--- src/rtl/mdu_pkg.sv ---
// Shared op codes, FSM state encoding and latency constants for the mdu block.
package mdu_pkg;

  localparam int MDU_WIDTH = 32;
  localparam int MDU_ITER  = MDU_WIDTH;
  localparam int MDU_LAT   = MDU_WIDTH + 2;

  localparam logic [2:0] MDU_MULT  = 3'b001;
  localparam logic [2:0] MDU_MULTU = 3'b010;
  localparam logic [2:0] MDU_DIV   = 3'b011;
  localparam logic [2:0] MDU_DIVU  = 3'b100;
  localparam logic [2:0] MDU_MTHI  = 3'b101;
  localparam logic [2:0] MDU_MTLO  = 3'b110;

  typedef enum logic [1:0] {
    ST_IDLE = 2'd0,
    ST_MUL  = 2'd1,
    ST_DIV  = 2'd2,
    ST_FIX  = 2'd3
  } mdu_state_e;

endpackage

--- src/rtl/mdu_divstep.sv ---
// One restoring-division step on unsigned magnitudes: shift in the next dividend bit, trial-subtract.
module mdu_divstep #(
  parameter int WIDTH = 32
) (
  input  logic [WIDTH-1:0] i_rem,
  input  logic [WIDTH-1:0] i_quot,
  input  logic [WIDTH-1:0] i_dvsr,
  output logic [WIDTH-1:0] o_rem,
  output logic [WIDTH-1:0] o_quot
);

  logic [WIDTH:0]   w_shift;
  logic [WIDTH+1:0] w_diff;
  logic             w_ge;

  assign w_shift = {i_rem, i_quot[WIDTH-1]};
  assign w_diff  = {1'b0, w_shift} - {2'b00, i_dvsr};
  assign w_ge    = ~w_diff[WIDTH+1];

  // Remainder stays below the divisor, so WIDTH bits always hold it.
  assign o_rem   = w_ge ? w_diff[WIDTH-1:0] : w_shift[WIDTH-1:0];
  assign o_quot  = {i_quot[WIDTH-2:0], w_ge};

endmodule

--- src/rtl/mdu.sv ---
// Iterative multiply/divide unit writing HI/LO. Define MDU_FAST_MUL_EN for a
// single-cycle combinational multiply (IDLE->FIX->IDLE); divide is always iterative.
module mdu
  import mdu_pkg::*;
#(
  parameter int WIDTH = MDU_WIDTH
) (
  input  logic             clk,
  input  logic             rst_n,
  input  logic             start,
  input  logic [2:0]       op,
  input  logic [WIDTH-1:0] rs,
  input  logic [WIDTH-1:0] rt,
  input  logic             flush,
  output logic             busy,
  output logic             done,
  output logic [WIDTH-1:0] hi,
  output logic [WIDTH-1:0] lo,
  output logic             dz
);

  mdu_state_e         r_state;
  logic [5:0]         r_cnt;
  logic [2*WIDTH-1:0] r_acc;     // {rem,quot} for divide, {hi,lo} partial product for multiply
  logic [WIDTH-1:0]   r_dvsr;    // multiplicand or divisor magnitude
  logic               r_is_div;
  logic               r_neg_a;   // product / quotient sign
  logic               r_neg_r;   // remainder sign
  logic               r_busy, r_done, r_dz;
  logic [WIDTH-1:0]   r_hi, r_lo;

  logic               w_signed, w_is_mul, w_is_div, w_rs_neg, w_rt_neg;
  logic [WIDTH-1:0]   w_rs_mag, w_rt_mag, w_addend;
  logic [WIDTH:0]     w_mul_sum;
  logic [2*WIDTH-1:0] w_mul_next, w_prod_mag, w_prod;
  logic [WIDTH-1:0]   w_div_rem, w_div_quot, w_quot, w_rem;

  assign w_signed = (op == MDU_MULT) || (op == MDU_DIV);
  assign w_is_mul = (op == MDU_MULT) || (op == MDU_MULTU);
  assign w_is_div = (op == MDU_DIV)  || (op == MDU_DIVU);
  assign w_rs_neg = w_signed & rs[WIDTH-1];
  assign w_rt_neg = w_signed & rt[WIDTH-1];
  assign w_rs_mag = w_rs_neg ? -rs : rs;
  assign w_rt_mag = w_rt_neg ? -rt : rt;

  // Radix-2 shift-add: add multiplicand into the upper half when the LSB is set, then shift right.
  assign w_addend   = r_acc[0] ? r_dvsr : '0;
  assign w_mul_sum  = {1'b0, r_acc[2*WIDTH-1:WIDTH]} + {1'b0, w_addend};
  assign w_mul_next = {w_mul_sum, r_acc[WIDTH-1:1]};

  mdu_divstep #(.WIDTH(WIDTH)) u_divstep (
    .i_rem  (r_acc[2*WIDTH-1:WIDTH]),
    .i_quot (r_acc[WIDTH-1:0]),
    .i_dvsr (r_dvsr),
    .o_rem  (w_div_rem),
    .o_quot (w_div_quot)
  );

`ifdef MDU_FAST_MUL_EN
  assign w_prod_mag = {{WIDTH{1'b0}}, r_dvsr} * {{WIDTH{1'b0}}, r_acc[WIDTH-1:0]};
`else
  assign w_prod_mag = r_acc;
`endif

  assign w_prod = r_neg_a ? -w_prod_mag : w_prod_mag;
  assign w_quot = r_neg_a ? -r_acc[WIDTH-1:0] : r_acc[WIDTH-1:0];
  assign w_rem  = r_neg_r ? -r_acc[2*WIDTH-1:WIDTH] : r_acc[2*WIDTH-1:WIDTH];

  always_ff @(posedge clk or negedge rst_n) begin
    if (!rst_n) begin
      r_state  <= ST_IDLE;
      r_cnt    <= '0;
      r_acc    <= '0;
      r_dvsr   <= '0;
      r_is_div <= 1'b0;
      r_neg_a  <= 1'b0;
      r_neg_r  <= 1'b0;
      r_busy   <= 1'b0;
      r_done   <= 1'b0;
      r_dz     <= 1'b0;
      r_hi     <= '0;
      r_lo     <= '0;
    end else begin
      r_done <= 1'b0;
      case (r_state)
        ST_IDLE: begin
          if (start && !flush) begin
            if (w_is_mul) begin
              r_dz     <= 1'b0;
              r_is_div <= 1'b0;
              r_neg_a  <= w_rs_neg ^ w_rt_neg;
              r_dvsr   <= w_rs_mag;
              r_acc    <= {{WIDTH{1'b0}}, w_rt_mag};
              r_cnt    <= 6'(WIDTH - 1);
              r_busy   <= 1'b1;
`ifdef MDU_FAST_MUL_EN
              r_state  <= ST_FIX;
`else
              r_state  <= ST_MUL;
`endif
            end else if (w_is_div) begin
              if (rt == '0) begin
                // Divide by zero commits immediately; no trap.
                r_dz   <= 1'b1;
                r_lo   <= '1;
                r_hi   <= rs;
                r_done <= 1'b1;
              end else begin
                r_dz     <= 1'b0;
                r_is_div <= 1'b1;
                r_neg_a  <= w_rs_neg ^ w_rt_neg;
                r_neg_r  <= w_rs_neg;
                r_dvsr   <= w_rt_mag;
                r_acc    <= {{WIDTH{1'b0}}, w_rs_mag};
                r_cnt    <= 6'(WIDTH - 1);
                r_busy   <= 1'b1;
                r_state  <= ST_DIV;
              end
            end else if (op == MDU_MTHI) begin
              r_dz   <= 1'b0;
              r_hi   <= rs;
              r_done <= 1'b1;
            end else if (op == MDU_MTLO) begin
              r_dz   <= 1'b0;
              r_lo   <= rs;
              r_done <= 1'b1;
            end
          end
        end
        ST_MUL, ST_DIV: begin
          if (flush) begin
            r_state <= ST_IDLE;
            r_busy  <= 1'b0;
          end else begin
            r_acc <= (r_state == ST_DIV) ? {w_div_rem, w_div_quot} : w_mul_next;
            if (r_cnt == '0) r_state <= ST_FIX;
            else             r_cnt   <= r_cnt - 6'd1;
          end
        end
        ST_FIX: begin
          r_state <= ST_IDLE;
          r_busy  <= 1'b0;
          if (!flush) begin
            r_done <= 1'b1;
            if (r_is_div) begin
              r_lo <= w_quot;
              r_hi <= w_rem;
            end else begin
              {r_hi, r_lo} <= w_prod;
            end
          end
        end
        default: begin
          r_state <= ST_IDLE;
          r_busy  <= 1'b0;
        end
      endcase
    end
  end

  assign busy = r_busy;
  assign done = r_done;
  assign hi   = r_hi;
  assign lo   = r_lo;
  assign dz   = r_dz;

endmodule

--- config.mk ---
export PLATFORM = sky130hd
export DESIGN_NAME = mdu
export DESIGN_NICKNAME = d
export VERILOG_FILES = /design/src/rtl/mdu_pkg.sv /design/src/rtl/mdu_divstep.sv /design/src/rtl/mdu.sv
export SDC_FILE = /design/constraint.sdc
export NUM_CORES = 1
export LEC_CHECK = 0
export CORE_ASPECT_RATIO = 2
export CORE_UTILIZATION = 45
export DETAILED_ROUTE_END_ITERATION = 16
export MAX_ROUTING_LAYER = met4
export PLACE_DENSITY = 0.66
export SLEW_MARGIN = 25
export SYNTH_ARGS = -nofsm -noshare
export SYNTH_HDL_FRONTEND = slang
export SYNTH_SLANG_ARGS = --single-unit
--- constraint.sdc ---
create_clock -name clk -period 6.26 [get_ports clk]
set_clock_uncertainty 0.05 [all_clocks]
set_input_delay 0.939 -clock clk [delete_from_list [all_inputs] [get_ports clk]]
set_output_delay 0.939 -clock clk [all_outputs]
set_load 0.1 [all_outputs]
# Yosys cells after proc, flatten, opt, wreduce, memory -nomap -nowiden
# Cells that the tools add are included.
[word_totals]
latch_bits = 0
elab_cells = 141
memories = 0
ramBits = 0
romBits = 0
register_bits = 174
inputBits = 71
out_inout_bits = 67
[classes]
n_addsub = 8
multipliers = 0
div_mod_pow = 0
magnitude_cmp = 0
n_eq_ne = 23
shift = 0
n_bitwise = 6
muxes = 70
reduce_logical = 22
[ops]
columns = ["op", "count"]
rows = [
  ["$mux 32", 24],
  ["$mux 64", 7],
  ["$neg 32->32", 4],
  ["$pmux 32 s2", 2],
  ["$pmux 64 s2", 1],
  ["$neg 64->64", 1],
  ["$mux 6", 6],
  ["$sub 33x32->34", 1],
  ["$add 32x32->33", 1],
  ["$logic_not 32->1", 1],
  ["$ne 3x3->1 const B", 7],
  ["$mux 1", 20],
  ["$ne 2x2->1 const B", 7],
  ["$mux 2", 6],
  ["$pmux 6 s2", 1],
  ["$reduce_and 4->1", 3],
  ["$reduce_and 6->1", 2],
  ["$reduce_and 5->1", 2],
  ["$eq 3x3->1 const B", 3],
  ["$reduce_and 7->1", 1],
  ["$eq 3x2->1 const B", 2],
  ["$logic_not 6->1", 1],
  ["$pmux 2 s3", 1],
  ["$reduce_bool 2->1", 3],
  ["other kinds (16)", 22],
]

# Logic depth before layout (Yosys ltp)
[depth]
ltp_word = 9
ltp_mapped = 15
ltp_nobuf = 13

# By module
# From an unflattened synthesis, not the netlist that was laid out.
[hier_totals]
hier_cells = 2154
hier_area_um2 = 16425.8
[modules_own_cells]
columns = ["mod", "seq_area_each_um2", "instances", "area_each_um2", "cells_each"]
rows = [
  ["mdu", 4354.2, 1, 13756.9, 1749],
  ["mdu_divstep", 0.0, 1, 2668.8, 405],
]

# Worst setup path before layout
# No wires, ideal clock.
[synth_path]
path_type = "reg2reg"
start = "register r_acc[0]"
end = "register r_acc[56]"
period_less_slack_ns = 3.640
t_arrival_ns = 3.464
setup_slack_ns = 2.620
path_buffers = 3
setup_ns = 0.126
required_ns = 6.084
path_stages_with_launch = 16
cell_sequence = "dfrtp_1 -> clkbuf_1 -> inv_1 -> clkbuf_1 -> nor2_1 -> ha_1 -> clkbuf_1 -> nand2_1 -> o21ai_0 -> a2111oi_0 -> a21oi_1 -> o41ai_1 -> o21ai_0 -> a21oi_1 -> xnor2_1 -> a221o_1"
[synth_between]
elab_chain_len = 5
[synth_lines]
columns = ["element", "line_no", "rtl"]
rows = [
  ["start: declaration", "mdu.sv:24", "logic [2*WIDTH-1:0] r_acc;"],
  ["start signal: assignment", "mdu.sv:93", "r_acc <= {{WIDTH{1'b0}}, w_rt_mag};"],
  ["start signal: assignment", "mdu.sv:114", "r_acc <= {{WIDTH{1'b0}}, w_rs_mag};"],
  ["start signal: assignment", "mdu.sv:135", "r_acc <= (r_state == ST_DIV) ? {w_div_rem, w_div_quot} : w_mul_next;"],
  ["$mux 32", "mdu.sv:47", "assign w_addend = r_acc[0] ? r_dvsr : '0;"],
  ["$add 32x32->33", "mdu.sv:48", "assign w_mul_sum = {1'b0, r_acc[2*WIDTH-1:WIDTH]} + {1'b0, w_addend};"],
  ["$mux 64", "mdu.sv:135", ""],
  ["$mux 64", "mdu.sv:131", "if (flush) begin"],
  ["$pmux 64 s2", "mdu.sv:85", "case (r_state)"],
]
# Every way passes these cells. The select of a mux whose other input is x is not followed.
# A chain may end at the register's enable or synchronous reset.

# Final worst setup path
[layout_path]
start = "register r_acc[0]"
end = "register r_acc[62]"
# The elaborated chain is that of the path after synthesis.

==> run summary <==
The number of instances in the synthesized netlist is 2,013. The clock share of power is 10.5%. The die covers 35,580 um^2. The number of pins exceeding their max-slew limit in the final report came to 0.

Summed over its instances, the top area cell type makes up 27.82% of the synthesized netlist area. Of all flip-flops after synthesis, the portion carrying an async set or reset was 100.0%. For the pin with the worst max-slew slack, the measured transition is 1092 ps. The quantity of I/O buffers inserted on ports came out at 137. Setup violations remaining at the end of the flow were counted as 0. In this run the worst setup path terminates at r_acc[62]. The critical path start-end classification is flip-flop to flip-flop. The clock transition time at the flip-flop clock pins of the worst setup and hold paths is 70 ps.

The library cell with the highest instance count after synthesis is sky130_fd_sc_hd__nor2_1. The number of synthesized flops with an enable pin came out at 0. The class of the tightest hold or removal check is primary input to async pin.

The timing-limited maximum frequency came out at 228.2 MHz. The combinational share of power came out at 68.4%. The leakage power of the design came out at 7.510 nW. The post-synth design cell area came out at 15,650 um^2.

By area, the combinational part of the netlist is dominated by compound AO/OA/AOI/OAI gates. After synthesis, the cell types taking the most area are sky130_fd_sc_hd__dfrtp_1 (28%), sky130_fd_sc_hd__a21oi_1 (7.6%), sky130_fd_sc_hd__nor2_1 (6.1%), sky130_fd_sc_hd__ha_1 (5.8%), sky130_fd_sc_hd__xor2_1 (5.2%). Clock tree synthesis selected as its root buffer the cell sky130_fd_sc_hd__clkbuf_16. The Yosys step of the flow raised 0 warnings. The mean cell area of the mapped netlist is 7.775 um^2. The count of distinct cell types in the synthesized netlist is 83.

The CTS sink count came out at 174. The via count of the first global-routing pass came out at 15,410. The fraction of power spent switching nets is 57.49%. The number of H-tree levels is 4.

The post-synthesis compound-gate area fraction is 25.11%. The maximum number of pins on one net before global-route repair came out at 106. The number of nets in the layout came out at 2,216. The ratio of routed vias to standard cells is 6.228. The critical register-to-register path endpoint is r_acc[62].

The routed wirelength normalized by instance count came out at 25.29 um. The number of endpoints with negative hold slack in the final report came out at 0. The flip-flop and latch count after synthesis came out at 174. In this run, post-CTS hold repair placed 0 buffers. The width of the die came out at 133.9 um. The worst-case IR drop observed on VDD is 447.7 uV. Among all flip-flop cells after synthesis, the most frequent one is sky130_fd_sc_hd__dfrtp_1. The signed area change from the synthesized netlist to the final layout is 14.86%. Setup repair after global routing left no endpoint under its margin. The proportion of synthesized area in mux cells came out at 6.411%. After floorplanning, the core was divided into 96 placement rows. The register-to-register setup slack is 1880 ps. For the final routed database, the setup TNS stands at 0 ps. The overall routed net length came out at 63.84 mm. The power per standard cell area came out at 643.0 nW/um^2. Clock tree synthesis inserted a total of 17 buffers. Summed over all nets, the half-perimeter wirelength after detailed placement is 49.90 mm.

After Yosys synthesis, and, or, nand and nor cells account for 20.43% of the synthesized area. The final antenna-violating net count is 0. The number of ports placed on the die boundary is 138. The flow ran to the end, and the final reports show no timing, DRC or antenna violations. For this run the aggregate overflow at the end of global routing stands at 0.

The sequential area share after synthesis is 27.82%. The total routing resource utilization after global routing is 37.12%. Buffers added to address setup during post-CTS repair amount to 0. The maximum fanout along the worst path is 18. The number of gates resized after CTS was 0. The part of the cycle the worst path needs came out at 69.99%.

The area share of fa/ha/maj cells after synthesis is 6.092%. The largest area contributor in the synthesized netlist is sky130_fd_sc_hd__dfrtp_1. Data on the critical path is required at its endpoint by 6530 ps. The post-route DRC violation count came out at 0. At the worst endpoint, the arrival time is 4650 ps.

At the end of routability-driven placement, the weighted congestion stood at 1.054. The die height came out at 265.7 um. The count of TritonRoute iterations in the first routing pass is 5. The post-synthesis xor/xnor area fraction is 9.401%.

The initial utilization of the core area, before any placement, comes to 45.72%. The worst path needs 4382 ps of the cycle, external delays included. The core region area came out at 34,230 um^2. The worst setup path is launched from a flip-flop.

By count the netlist is led by sky130_fd_sc_hd__nor2_1 (256), sky130_fd_sc_hd__a21oi_1 (237), sky130_fd_sc_hd__nand2_1 (177). The first-iteration detailed-routing DRC count came out at 1,144. The count of maximum capacitance violations came out at 0.

The post-synth net total is 2,159. The endpoint type of the worst setup path is a flip-flop. The analysis attributes to net switching a power of 6.645 mW.

The startpoint of the worst setup timing path is r_acc[0]. The share of final-layout standard cells stronger than drive strength 1 is 7.733%. The worst pin sits at a relative slew slack of 26.65%. The internal portion of total power came out at 4.914 mW. The length in cells of the worst reg-to-reg path came out at 13. The final instance area is 17,980 um^2.

The total via count after detailed routing is 15,720. In this run the critical register-to-register path is launched from r_acc[0]. After detailed placement, the total cell area comes to 17,340 um^2. The number of antenna violations at the first check in global routing came out at 1. For the worst-skew pair, the clock arrives at the later sink with an insertion delay of 460 ps. The first global-routing pass estimated 93.84 mm of wire. TritonCTS built the clock tree. The share of power burned in registers is 21.1%. The maximum buffer depth of the clock tree is 2.
[cell usage in the layout (no fill, tap or decap), types with 20 or more instances in the layout]
master	netlist	final
sky130_fd_sc_hd__clkdlybuf4s50_1	0	136
sky130_fd_sc_hd__xnor2_1	75	75
sky130_fd_sc_hd__o31ai_1	20	20
sky130_fd_sc_hd__nand2b_1	27	27
sky130_fd_sc_hd__nand2_1	177	175
sky130_fd_sc_hd__buf_4	1	26
sky130_fd_sc_hd__nor3_1	36	36
sky130_fd_sc_hd__dfrtp_1	174	174
sky130_fd_sc_hd__inv_1	65	65
sky130_fd_sc_hd__mux2i_1	29	29
sky130_fd_sc_hd__o21ai_0	151	151
sky130_fd_sc_hd__o21ai_1	25	25
sky130_fd_sc_hd__a211oi_1	37	37
sky130_fd_sc_hd__a21o_1	29	29
sky130_fd_sc_hd__nand3_1	22	22
sky130_fd_sc_hd__ha_1	73	70
sky130_fd_sc_hd__a21oi_1	237	236
sky130_fd_sc_hd__mux2_2	62	62
sky130_fd_sc_hd__xor2_1	93	93
sky130_fd_sc_hd__nor2_1	256	256
[routing by layer]
layer,GRT usage (%),vias up,share of wire [%],routed length [um]
met5,-,-,0,0
met4,32.03,0,9.7,6195
met3,4.775,233,3.7,2366
met2,66.59,565,53,33960
met1,34.25,7589,33,21320
li1,-,7333,-,-
[stage by stage]
step / setup slack [ps] / hold WS (ps) / util (%) / instances / power, mW
2_1_floorplan: 2620 / 399.7 / - / 2013 / 7.890
3_3_place_gp: 1738 / 411.7 / 50.64 / 2492 / 10.12
3_5_place_dp: 1663 / 419.4 / 50.65 / 2492 / 10.20
4_1_cts: 1912 / 434.4 / 52.49 / 2523 / 11.45
5_1_grt: 1696 / 459.7 / 52.51 / 2524 / 12.18
6_report: 1878 / 397.4 / 52.51 / 2524 / 11.56
[critical path, cell delays in order, from the launching register on]
cell                        delay, ps
sky130_fd_sc_hd__dfrtp_1          550
sky130_fd_sc_hd__inv_1            600
sky130_fd_sc_hd__nor2_1           130
sky130_fd_sc_hd__ha_1             390
sky130_fd_sc_hd__a21oi_1          220
sky130_fd_sc_hd__o21ai_0          140
sky130_fd_sc_hd__a2111oi_0        510
sky130_fd_sc_hd__buf_4            230
sky130_fd_sc_hd__a211oi_1         110
sky130_fd_sc_hd__o32ai_1          590
sky130_fd_sc_hd__o221ai_1         250
sky130_fd_sc_hd__a21oi_1          210
sky130_fd_sc_hd__xor2_1           170
sky130_fd_sc_hd__o211ai_1          90
[how the worst min path moves through the flow]
stage | from | to | slack [ps]
floorplan | r_dvsr[24] | r_dvsr[24] | 400
global placement | r_dvsr[18] | r_dvsr[18] | 410
detailed placement | hi[3] | hi[3] | 420
CTS | hi[3] | hi[3] | 430
global route | rst_n | r_acc[63] | 460
finish | rst_n | r_acc[63] | 400
[power by group through the flow]
stage	clock network, mW	logic, mW	registers, mW
CTS	1.22	7.83	2.40
global route	1.25	8.47	2.46
finish	1.21	7.91	2.44
detailed placement	0	7.78	2.42
floorplan	0	4.42	3.46
global placement	0	7.71	2.40
[cell families (layout without fill, tap and decap cells)]
group,Yosys count,count (layout)
multiplexers,92,92
other,0,1
AO/OA/AOI/OAI,644,644
flip-flops,174,174
XOR/XNOR,168,168
AND/OR/NAND/NOR,669,669
adder cells (fa/ha/maj),75,75
buffers and inverters,191,260
[sequential cells by signal, summed over array words and instances, names as in the netlist, 2 cells and up]
name     count
r_state      2
r_cnt        6
lo          32
r_dvsr      32
r_acc       64
hi          32
[cell type report]
| class | instances | area (um^2) |
|---|---|---|
| Clock buffer | 18 | 429.2 |
| Antenna cell | 1 | 2.502 |
| Multi-Input combinational cell | 1648 | 10610 |
| Clock inverter | 13 | 200.2 |
| Sequential cell | 174 | 4354 |
| Timing Repair Buffer | 164 | 1588 |
| Tap cell | 441 | 551.8 |
| Fill cell | 3370 | 16260 |
| Inverter | 65 | 244.0 |
(Power assumes the default switching activity.)
